--- src/rtl/seq_divider.sv ---
// Sequential radix-2 restoring divider: 2W-bit dividend / W-bit divisor -> W-bit Q and R.
// Define SEQ_DIV_SIGNED_EN for two's-complement operands; otherwise operands are unsigned.
module seq_divider #(
  parameter int unsigned W = 4
) (
  input  logic           clk,
  input  logic           reset,
  input  logic           start,
  input  logic [2*W-1:0] N,
  input  logic [W-1:0]   D,
  output logic [W-1:0]   Q,
  output logic [W-1:0]   R,
  output logic           busy,
  output logic           done,
  output logic           ovf
);

  localparam int unsigned CW = $clog2(2 * W);
  localparam logic [CW-1:0] LastIter = CW'(2 * W - 1);

  typedef enum logic [2:0] {StIdle, StCalc, StFix, StZero, StDone} state_e;

  state_e         state_q, state_d;
  logic [2*W-1:0] nq_q;   // dividend magnitude, shifted out MSB first; quotient shifts in at LSB
  logic [W-1:0]   dm_q;
  logic [W-1:0]   rem_q;
  logic [CW-1:0]  cnt_q;

  logic [2*W-1:0] n_mag;
  logic [W-1:0]   d_mag;
  logic [W:0]     shifted;
  logic           take;
  logic [W-1:0]   rem_d;
  logic           in_range;
  logic [W-1:0]   q_fix;
  logic [W-1:0]   r_fix;

`ifdef SEQ_DIV_SIGNED_EN
  localparam logic [2*W-1:0] QNegMax = (2 * W)'(1) << (W - 1);
  logic sn_q, sd_q;

  always_comb begin
    n_mag    = N[2*W-1] ? (~N + (2 * W)'(1)) : N;
    d_mag    = D[W-1] ? (~D + W'(1)) : D;
    // Most negative quotient magnitude is only legal when the quotient is negative.
    in_range = (sn_q ^ sd_q) ? (nq_q <= QNegMax) : (nq_q < QNegMax);
    q_fix    = (sn_q ^ sd_q) ? (~nq_q[W-1:0] + W'(1)) : nq_q[W-1:0];
    r_fix    = sn_q ? (~rem_q + W'(1)) : rem_q;
  end
`else
  always_comb begin
    n_mag    = N;
    d_mag    = D;
    in_range = (nq_q[2*W-1:W] == '0);
    q_fix    = nq_q[W-1:0];
    r_fix    = rem_q;
  end
`endif

  always_comb begin
    shifted = {rem_q, nq_q[2*W-1]};
    take    = (shifted >= {1'b0, dm_q});
    rem_d   = take ? W'(shifted - {1'b0, dm_q}) : shifted[W-1:0];
  end

  always_comb begin
    state_d = state_q;
    unique case (state_q)
      StIdle: if (start) state_d = (D == '0) ? StZero : StCalc;
      StCalc: if (cnt_q == LastIter) state_d = StFix;
      StFix:  state_d = StDone;
      StZero: state_d = StDone;
      StDone: state_d = StIdle;
      default: state_d = StIdle;
    endcase
  end

  always_ff @(posedge clk) begin
    if (reset) state_q <= StIdle;
    else       state_q <= state_d;
  end

  always_ff @(posedge clk) begin
    if (reset) begin
      Q     <= '0;
      R     <= '0;
      busy  <= 1'b0;
      done  <= 1'b0;
      ovf   <= 1'b0;
      nq_q  <= '0;
      dm_q  <= '0;
      rem_q <= '0;
      cnt_q <= '0;
`ifdef SEQ_DIV_SIGNED_EN
      sn_q  <= 1'b0;
      sd_q  <= 1'b0;
`endif
    end else begin
      // done is raised as DONE is left, so it is visible while the FSM is back in IDLE.
      done <= (state_q == StDone);
      unique case (state_q)
        StIdle: begin
          if (start) begin
            busy  <= 1'b1;
            nq_q  <= n_mag;
            dm_q  <= d_mag;
            rem_q <= '0;
            cnt_q <= '0;
`ifdef SEQ_DIV_SIGNED_EN
            sn_q  <= N[2*W-1];
            sd_q  <= D[W-1];
`endif
          end
        end
        StCalc: begin
          nq_q  <= {nq_q[2*W-2:0], take};
          rem_q <= rem_d;
          cnt_q <= cnt_q + CW'(1);
        end
        StFix: begin
          Q   <= in_range ? q_fix : '0;
          R   <= in_range ? r_fix : '0;
          ovf <= ~in_range;
        end
        StZero: begin
          Q   <= '0;
          R   <= '0;
          ovf <= 1'b1;
        end
        StDone: busy <= 1'b0;
        default: ;
      endcase
    end
  end

endmodule
--- config.mk ---
export PLATFORM = sky130hd
export DESIGN_NAME = seq_divider
export DESIGN_NICKNAME = d
export VERILOG_FILES = /design/src/rtl/seq_divider.sv
export SDC_FILE = /design/constraint.sdc
export NUM_CORES = 1
export LEC_CHECK = 0
export CAP_MARGIN = 20
export CELL_PAD_IN_SITES_DETAIL_PLACEMENT = 2
export CELL_PAD_IN_SITES_GLOBAL_PLACEMENT = 2
export CORE_MARGIN = 2
export CORE_UTILIZATION = 29
export DETAILED_ROUTE_END_ITERATION = 16
export PLACE_DENSITY_LB_ADDON = 0.1
export REMOVE_ABC_BUFFERS = 1
export SYNTH_ARGS = -nofsm -noshare
export SYNTH_HDL_FRONTEND = slang
export SYNTH_SLANG_ARGS = --single-unit
--- constraint.sdc ---
create_clock -name clk -period 1.6 [get_ports clk]
set_input_delay 0.48 -clock clk [delete_from_list [all_inputs] [get_ports clk]]
set_output_delay 0.48 -clock clk [all_outputs]
set_load 0.02 [all_outputs]
==> results of run 1 <==
through the flow:
stage | TNS (ns) | total power [mW] | area (µm²) | std cells
floorplan | -0.1175 | 1.137 | 1484 | 157
global placement | -2.829 | 1.314 | 1977 | 271
detailed placement | -3.828 | 1.336 | 1977 | 271
CTS | -0.02180 | 2.019 | 2100 | 279
global route | -0.1481 | 2.183 | 2168 | 279
finish | -0.02859 | 2.044 | 2168 | 279
path summary, 6_finish.rpt:
kind,endpoint,depth (start not counted)
max reg2reg,r_fix[3]$_SDFFE_PP0P_,6
min,cnt_q[0]$_SDFFE_PP0P_,1
min reg2reg,cnt_q[0]$_SDFFE_PP0P_,1
max,r_fix[3]$_SDFFE_PP0P_,6
layout make-up:
class / count / area, µm²
Tap cell: 70 / 87.58
Sequential cell: 33 / 665.6
Inverter: 8 / 30.03
Timing Repair Buffer: 45 / 405.4
Fill cell: 583 / 2939
Clock buffer: 7 / 86.33
Multi-Input combinational cell: 116 / 893.4
kinds of logic after synthesis:
family	Yosys count	synth area share
muxes	9	0.05897
xor gates and xnor gates	1	0.005734
AOI/OAI and AO/OA	41	0.1900
buffers and inverters	15	0.04831
DFF	33	0.4324
and+or+nand+nor	58	0.2023
adders and majority gates	7	0.06224
power breakdown:
part	total [mW]	switching [mW]	internal (mW)
logic	0.492	0.236	0.256
registers	0.915	0.0462	0.869
clock network	0.637	0.296	0.341
flip-flops by register name (all words and copies together), names as in the netlist:
signal and flops:
cnt_q 3, nq_q 8, dm_q 4, done 1
r_fix 4, ovf 1, R 4, state_q 3
busy 1, Q 4
per-layer routing:
layer	track usage	wire [µm]	vias to the layer above	part of all wire
met4	0.04364	47	0	0.010
met5	0	0	-	0
met2	0.3088	2501	16	0.54
met1	0.1915	1915	681	0.42
met3	0.03555	125	7	0.027
li1	-	-	677	-
what timing repair did:
item / 4_1_cts / 5_1_grt
resized for setup: 24 / 15
buffers inserted: 1 / 0
pin swaps: 7 / 7
endpoints found under the setup margin: 18 / 5
layout by cell type (no fill, tap or decap), types with 2 or more instances in the layout:
cell type and n:
o211ai_1 2, a211oi_2 2, dfxtp_1 29, clkdlybuf4s50_1 13, nand3_1 4, buf_4 17
a22oi_1 11, ha_4 3, o21ai_0 2, clkbuf_8 6, ha_1 2, a211oi_1 8
mux2i_1 9, nand2_1 4, nand4_1 2, buf_6 2, dfxtp_2 4, nor2_1 31
dlygate4sd2_1 12, inv_2 3, inv_1 5, nor4_4 2, a21oi_1 6
==> results.md, run 1 <==
* Pre-CTS WS at -0.2946 ns
* Largest cells by area after synthesis: dfxtp_1, nor2_1, mux2i_1
* Peak Freq at 617.9 MHz
* # diodes at 0
* Grt ovf at 0
* Tmin final at between 1.5 and 2 ns
* Clock transition at the registers of the reported paths at 0.07 ns
* Synth top cells by count: dfxtp_1, nor2_1, a211oi_1, a22oi_1, mux2i_1
* CP Capture Type: flip-flop
* Core Footprint at approximately 5000 µm²
* Chip Height at 76.58 µm
* Worst Tran Pin Value at roughly 0.38 ns
* CP Class: flip-flop to flip-flop
* Power Density at roughly 940 nW/µm²
* H-tree levels at 2
* Final Skew at around 0.0028 ns
* Routability cong. at roughly 0.72
* Final Setup Violations at 2
* Post-synth top flop: dfxtp_1
* Hold WS at 0.4809 ns
* R2R setup slack at -0.02 ns
* Total GRT Usage at 0.1662
* Avg Inst Size Synth at 9.315 µm²
* Yosys warning count at 0
* Drt via density at 4.950
* Relative slew slack at 0.7484
* Crit path launch type: flip-flop
* Synth top area share at 0.4324
* Cell Rows at 26
* EDFF count, synth at 0
* Syn-to-layout area delta at 41.93%
* Mapped Cells at roughly 160
* Crit-path slowest cell: dfxtp_2
* Final worst setup slack at -0.01845 ns
* Die W at 76.58 µm
* CTS tree: yes
* Drt first pass iters at 4
* Die Area at 5865 µm²
* Synth unique cells at 41
* Share of cells above drive strength 1 at 0.2488
* DR vias at 1,381
* Clk buf depth at 2
* Final worst path period share at 1.012
* Fin. Hold Viols at 0
* Vias in the first global route at 1,554
* Violated checks: negative setup slack
* Largest net degree at the start of global routing at 29
* HP Start: cnt_q[0]$_SDFFE_PP0P_
* Crit path max-delay family: compound AO/OA/AOI/OAI gates
* Sink Count at 33
* CP Cell Sequence: ha_4 > or2_4 > a211oi_4 > buf_6 > a211oi_2 > o31ai_1
* Status: finished, violations left
* WL final at between 4000 and 5000 µm
* Hold Crit Class: flip-flop to flip-flop
* Setup crit start: r_fix[1]$_SDFFE_PP0P_
* IO Count at 26
* Buf/Inv on CP at 1
* Hold buffer count at cts at 0
* Max-slew violation count at 0
* Max_cap viols at 0
* Worst-case vdd ir drop at around 480 µV
* Worst skew pair latency at 0.28 ns
* Hpwl dp at 3287 µm
* Initial Utilization at 0.2991
* Mapped cell area at 1528 µm²
* Initial antenna violation count at 0
* Post-DRT Antenna Nets at 0
* Post-synth top area cell: dfxtp_1
* Layout Utilization at 0.4245
* Reg2reg start: r_fix[1]$_SDFFE_PP0P_
* Crit path max fanout at 4
* Count leader, synth: dfxtp_1
* Synth Register Bits at 33
* Root Driver: clkbuf_8
* Ys async rst share at 0
* Nets@finish at 231
* TritonCTS buffer count at 5
* Drt wl/cell at 16.45 µm
* Number of I/O port buffers at 25
* Crit path arrival time at around 1.8 ns
* First-pass GRT wire length at between 7000 and 8000 µm
* RSZ-0062 raised after global routing: true
* Slowest stage delay, CP at 0.35 ns
* Drc violations at 0
* Leak pwr at around 0.89 nW
* Number of DRC markers in iteration 0 at 33
* Required @ worst endpoint at roughly 1.8 ns
* Sequential area share after synthesis at 0.4324
Power figures use the tool's default switching activity.
==> run 2, diff against run 1 <==
- CAP_MARGIN: 20 -> unset
- CORE_MARGIN: 2 -> 4
- RECOVER_POWER: unset -> 25
==> run 2 against run 1 <==
The run still ends with negative setup slack left. Largest cell class unchanged. First-iteration DRC count up 12%. Final area decreased by 0.92%. Worst setup slack worse by 0.022 ns. Final cell count rose by 0.72%. Highest routed layer unchanged. Clock skew grew 0.0016 ns. Largest power group unchanged. Combinational power down 3%. Critical endpoint unchanged. Routed wire length decreased by 4.7%.
==> results.md, run 2 (synthesis gave the netlist of run 1 again) <==
* Power Density at 967.6 nW/µm² (was 942.6 nW/µm²)
* Most frequent cells in the layout: nor2_1, dfxtp_1, buf_4 (unchanged)
* CP Capture Type: flip-flop (unchanged)
* Final Instance Area at 2148 µm² (was 2168 µm²)
* DR vias at 1,375 (was 1,381)
* Final worst path period share at 1.026 (was 1.012)
* Hold buffer count at cts at 0 (unchanged)
* Grt ovf at 0 (unchanged)
* WL final at 4373 µm (was 4589 µm)
* Total GRT Usage at 0.1503 (was 0.1662)
* CP Cell Sequence: inv_2 > ha_4 > a21o_1 > or3_4 > a211oi_4 > o31ai_1 (was ha_4 > or2_4 > a211oi_4 > buf_6 > a211oi_2 > o31ai_1)
* Drt via density at 4.893 (was 4.950)
* # fillers at 561 (was 583)
* Max reg flops at 8 (unchanged)
* Core Footprint at 5107 µm² (unchanged)
* Worst Tran Pin Value at 0.5615 ns (was 0.3769 ns)
* Initial Utilization at 0.2991 (unchanged)
* Crit-path slowest cell: or3_4 (was dfxtp_2)
* HP Start: cnt_q[0]$_SDFFE_PP0P_ (unchanged)
* Number of I/O port buffers at 25 (unchanged)
* Cell Rows at 26 (unchanged)
* Worst Hold Endpoint: cnt_q[0]$_SDFFE_PP0P_ (unchanged)
* Nets@finish at 232 (was 231)
* Post-DRT Antenna Nets at 0 (unchanged)
* Slowest stage delay, CP at 0.38 ns (was 0.35 ns)
* Crit path arrival time at 1.81 ns (was 1.82 ns)
* Max-slew violation count at 0 (unchanged)
* Crit path max fanout at 4 (unchanged)
* Relative slew slack at 0.6256 (was 0.7484)
* Fin Setup TNS at -0.04086 ns (was -0.02859 ns)
* H-tree levels at 2 (unchanged)
* Pre-CTS WS at -0.3221 ns (was -0.2946 ns)
* Worst-case vdd ir drop at 478.6 µV (was 475.7 µV)
* Reg2reg start: dm_q[2]$_SDFFE_PP0P_ (was r_fix[1]$_SDFFE_PP0P_)
* Status: finished, violations left (unchanged)
* IO Count at 26 (unchanged)
* Hold Crit Class: flip-flop to flip-flop (unchanged)
* # diodes at 0 (unchanged)
* Routability cong. at 0.7803 (was 0.7206)
* CTS tree: yes (unchanged)
* Sink Count at 33 (unchanged)
* Top reg by flops: nq_q (unchanged)
* Crit path launch type: flip-flop (unchanged)
* Violated checks: negative setup slack (unchanged)
* Largest net degree at the start of global routing at 29 (unchanged)
* Number of DRC markers in iteration 0 at 37 (was 33)
* Critical R2R Capture: r_fix[3]$_SDFFE_PP0P_ (unchanged)
* Fin. Hold Viols at 0 (unchanged)
* Tmin final at 1.641 ns (was 1.618 ns)
* Final Skew at 0.004420 ns (was 0.002831 ns)
* TritonCTS buffer count at 5 (unchanged)
* R2R setup slack at -0.04 ns (was -0.02 ns)
* Placed inst area at 1964 µm² (was 1977 µm²)
* Die W at 80.58 µm (was 76.58 µm)
* Peak Freq at 609.4 MHz (was 617.9 MHz)
* Share of cells above drive strength 1 at 0.2417 (was 0.2488)
* CP Class: flip-flop to flip-flop (unchanged)
* Clk buf depth at 2 (unchanged)
* Hold path cells at 1 (unchanged)
* Final Setup Violations at 1 (was 2)
* Root Driver: clkbuf_8 (unchanged)
* Commonest non-fill, non-tap cell in the layout: nor2_1 (unchanged)
* Drt first pass iters at 4 (unchanged)
* Syn-to-layout area delta at 40.62% (was 41.93%)
* Worst skew pair latency at 0.28 ns (about the same)
* Chip Height at 80.58 µm (was 76.58 µm)
* Required @ worst endpoint at 1.77 ns (was 1.80 ns)
* First-pass GRT wire length at 7541 µm (was 7741 µm)
* Max_cap viols at 0 (unchanged)
* Initial antenna violation count at 0 (unchanged)
* Die Area at 6493 µm² (was 5865 µm²)
* Final worst setup slack at -0.04086 ns (was -0.01845 ns)
* Hpwl dp at 3372 µm (was 3287 µm)
* Drt wl/cell at 15.56 µm (was 16.45 µm)
* Leak pwr at 0.9041 nW (was 0.8933 nW)
* Final Total Pwr at 2.079 mW (was 2.044 mW)
* Reg2Reg Depth at 6 (unchanged)
* Drc violations at 0 (unchanged)
* RSZ-0062 raised after global routing: true (unchanged)
* Vias in the first global route at 1,530 (was 1,554)
* Clock transition at the registers of the reported paths at 0.07 ns (about the same)
[run 2: cell types whose count changed in the layout (fill, tap and decap cells not counted), sizes merged]
cell	previous run	this run
clkdlybuf4s50	13	12
buf	20	21
clkinv	0	1
dlygate4sd3	0	1
[run 2: worst max path at each step]
stage / start / to / slack (ns) / cells after the start
after global routing: dm_q[3]$_SDFFE_PP0P_ / r_fix[3]$_SDFFE_PP0P_ / -0.1 / 5
after detailed placement: start / dm_q[0]$_SDFFE_PP0P_ / -0.32 / 5
after global placement: start / dm_q[0]$_SDFFE_PP0P_ / -0.24 / 5
after floorplan: dm_q[2]$_SDFFE_PP0P_ / r_fix[0]$_SDFFE_PP0P_ / -0.12 / 6
after CTS: dm_q[1]$_SDFFE_PP0P_ / r_fix[3]$_SDFFE_PP0P_ / -0.03 / 6
final: dm_q[2]$_SDFFE_PP0P_ / r_fix[3]$_SDFFE_PP0P_ / -0.04 / 6
[run 2: critical path: cells and delay by family, from the launching register on]
kind / cells / cell delay, ns
AO/OA/AOI/OAI: 3 / 0.52
adder cells (fa/ha/maj): 1 / 0.25
buffers and inverters: 1 / 0.05
flip-flops: 1 / 0.33
AND/OR/NAND/NOR: 1 / 0.38
[run 2: per-layer routing]
layer	GRT usage	up-vias	part of all wire
li1	-	681	-
met1	0.1810	674	0.43
met5	0	-	0
met4	0.05068	0	0.014
met3	0.02354	6	0.022
met2	0.2690	14	0.53
[run 2: power by group]
part / leakage [nW] / total, mW / internal, mW / switching, mW
Clock: 0.0542 / 0.690 / 0.389 / 0.301
Combinational: 0.578 / 0.477 / 0.242 / 0.235
Sequential: 0.272 / 0.912 / 0.868 / 0.0437
Total: 0.904 / 2.08 / 1.50 / 0.580
[run 2: per-stage QoR]
stage	hold slack [ns]	utilization	std cells
finish	0.4833	0.4206	281
global placement	0.4648	0.3846	271
detailed placement	0.4761	0.3846	271
floorplan	0.4384	-	157
CTS	0.4858	0.4135	281
global route	0.5260	0.4206	281
[run 2: layout make-up]
class                   instances  area [µm²]  area share
multi-input cells             116       872.1      0.4059
clock inverters                 1       5.005    0.002330
clock buffers                   7       96.34     0.04485
well taps                      70       87.58     0.04077
flip-flops and latches         33       666.9      0.3104
inverters                       8       30.03     0.01398
repair buffers                 46       390.4      0.1817
[run 2: repair_timing]
item / in CTS / in global routing
endpoints found under the setup margin: 18 / 9
pin swaps: 5 / 6
resized for setup: 21 / 13
setup buffers: 2 / 0
==> RTL edit (config.mk and constraints of run 1) <==
Add a define of `SEQ_DIV_SIGNED_EN`.
--- a/src/rtl/seq_divider.sv
+++ b/src/rtl/seq_divider.sv
@@ -1,4 +1,6 @@
 // Sequential radix-2 restoring divider: 2W-bit dividend / W-bit divisor -> W-bit Q and R.
 // Define SEQ_DIV_SIGNED_EN for two's-complement operands; otherwise operands are unsigned.
+`define SEQ_DIV_SIGNED_EN
+
 module seq_divider #(
   parameter int unsigned W = 4
Formal check against the unedited RTL: same outputs for any inputs over 10 cycles, from zero or initial values and one cycle with reset high; that may be too few to reach the edited logic, so the function may still have changed.
==> RTL edit against run 1 <==
The run still ends with negative setup slack left; synthesized area up 21%; power up 27%; routed wire length up 57%; cell area up 38%; non-clock buffer count up 49; sequential cell count up 2; core utilization up 5.4 points; setup slack worse by 0.089 ns.
==> RTL edit: results (changes against run 1) <==
WHS Path Cells = 2 (was 1)
Final Worst Setup Slack = -0.107 ns (was -0.0184 ns)
Multi-input combinational cell count = 156 (was 116)
Worst hold start = R[1]$_SDFFE_PP0P_ (was cnt_q[0]$_SDFFE_PP0P_)
Pwr dens = 872 nW/um2 (was 943 nW/um2)
Cell Area, Placed = 2590 um2 (was 1980 um2)
RD Place Congestion = 0.794 (was 0.721)
Status = complete, but fails checks (unchanged)
Hold worst-path end = R[1]$_SDFFE_PP0P_ (was cnt_q[0]$_SDFFE_PP0P_)
Crit-path slowest cell = or3_1 (was dfxtp_2)
Final setup viols = 4 (was 2)
Post-DP HPWL = 5.06 mm (was 3.29 mm)
Worst Max-Slew Pin Slew = 0.373 ns (was 0.377 ns)
CTS Sinks = 35 (was 33)
Post-CTS Setup Repair Bufs = 6 (was 1)
PostCTS Resize Cnt = 64 (was 24)
Clock-cell share of area = 0.0335 (was 0.0398)
Filler Cells Inserted = 689 (was 583)
Psw = 813 uW (was 578 uW)
Share of layout cells above drive strength 1 = 0.409 (was 0.249)
Failing checks = negative setup slack (unchanged)
Post-synth top cells = dfxtp_1, nand2_1, nor2_1 (was dfxtp_1, nor2_1, a211oi_1, a22oi_1, mux2i_1)
Flop+latch power = 971 uW (was 915 uW)
Met3 Use GR = 0.0356 (was 0.0355)
Met2 layer wire length in the routed design = 4.10 mm (was 2.50 mm)
R2R setup slack = -0.11 ns (was -0.02 ns)
Finished Core Util = 0.479 (was 0.425)
Metal-1 WL = 2.87 mm (was 1.92 mm)
[RTL edit: changes by cell type after synthesis, sizes merged, moves of 7 or more]
| cell | delta |
|---|---|
| nand2 | +15 |
| inv | +7 |
| o21ai | +11 |
| nor2 | -12 |
| a211oi | -9 |
[RTL edit: cell families after synthesis]
family | after synthesis | share of synthesized area
and+or+nand+nor | 73 | 0.215
muxes | 8 | 0.0440
xor gates and xnor gates | 9 | 0.0427
adders and majority gates | 11 | 0.0786
AOI/OAI and AO/OA | 55 | 0.192
buffers and inverters | 23 | 0.0481
DFF | 35 | 0.379
[RTL edit: per-stage QoR]
| stage | hold slack (ns) | TNS, ns | setup slack [ns] |
|---|---|---|---|
| final | 0.464 | -0.310 | -0.107 |
| after global routing | 0.498 | -0.825 | -0.185 |
| after CTS | 0.474 | -0.188 | -0.0894 |
| after detailed placement | 0.460 | -10.53 | -0.548 |
| after global placement | 0.438 | -7.52 | -0.444 |
| after floorplan | 0.450 | -2.09 | -0.192 |
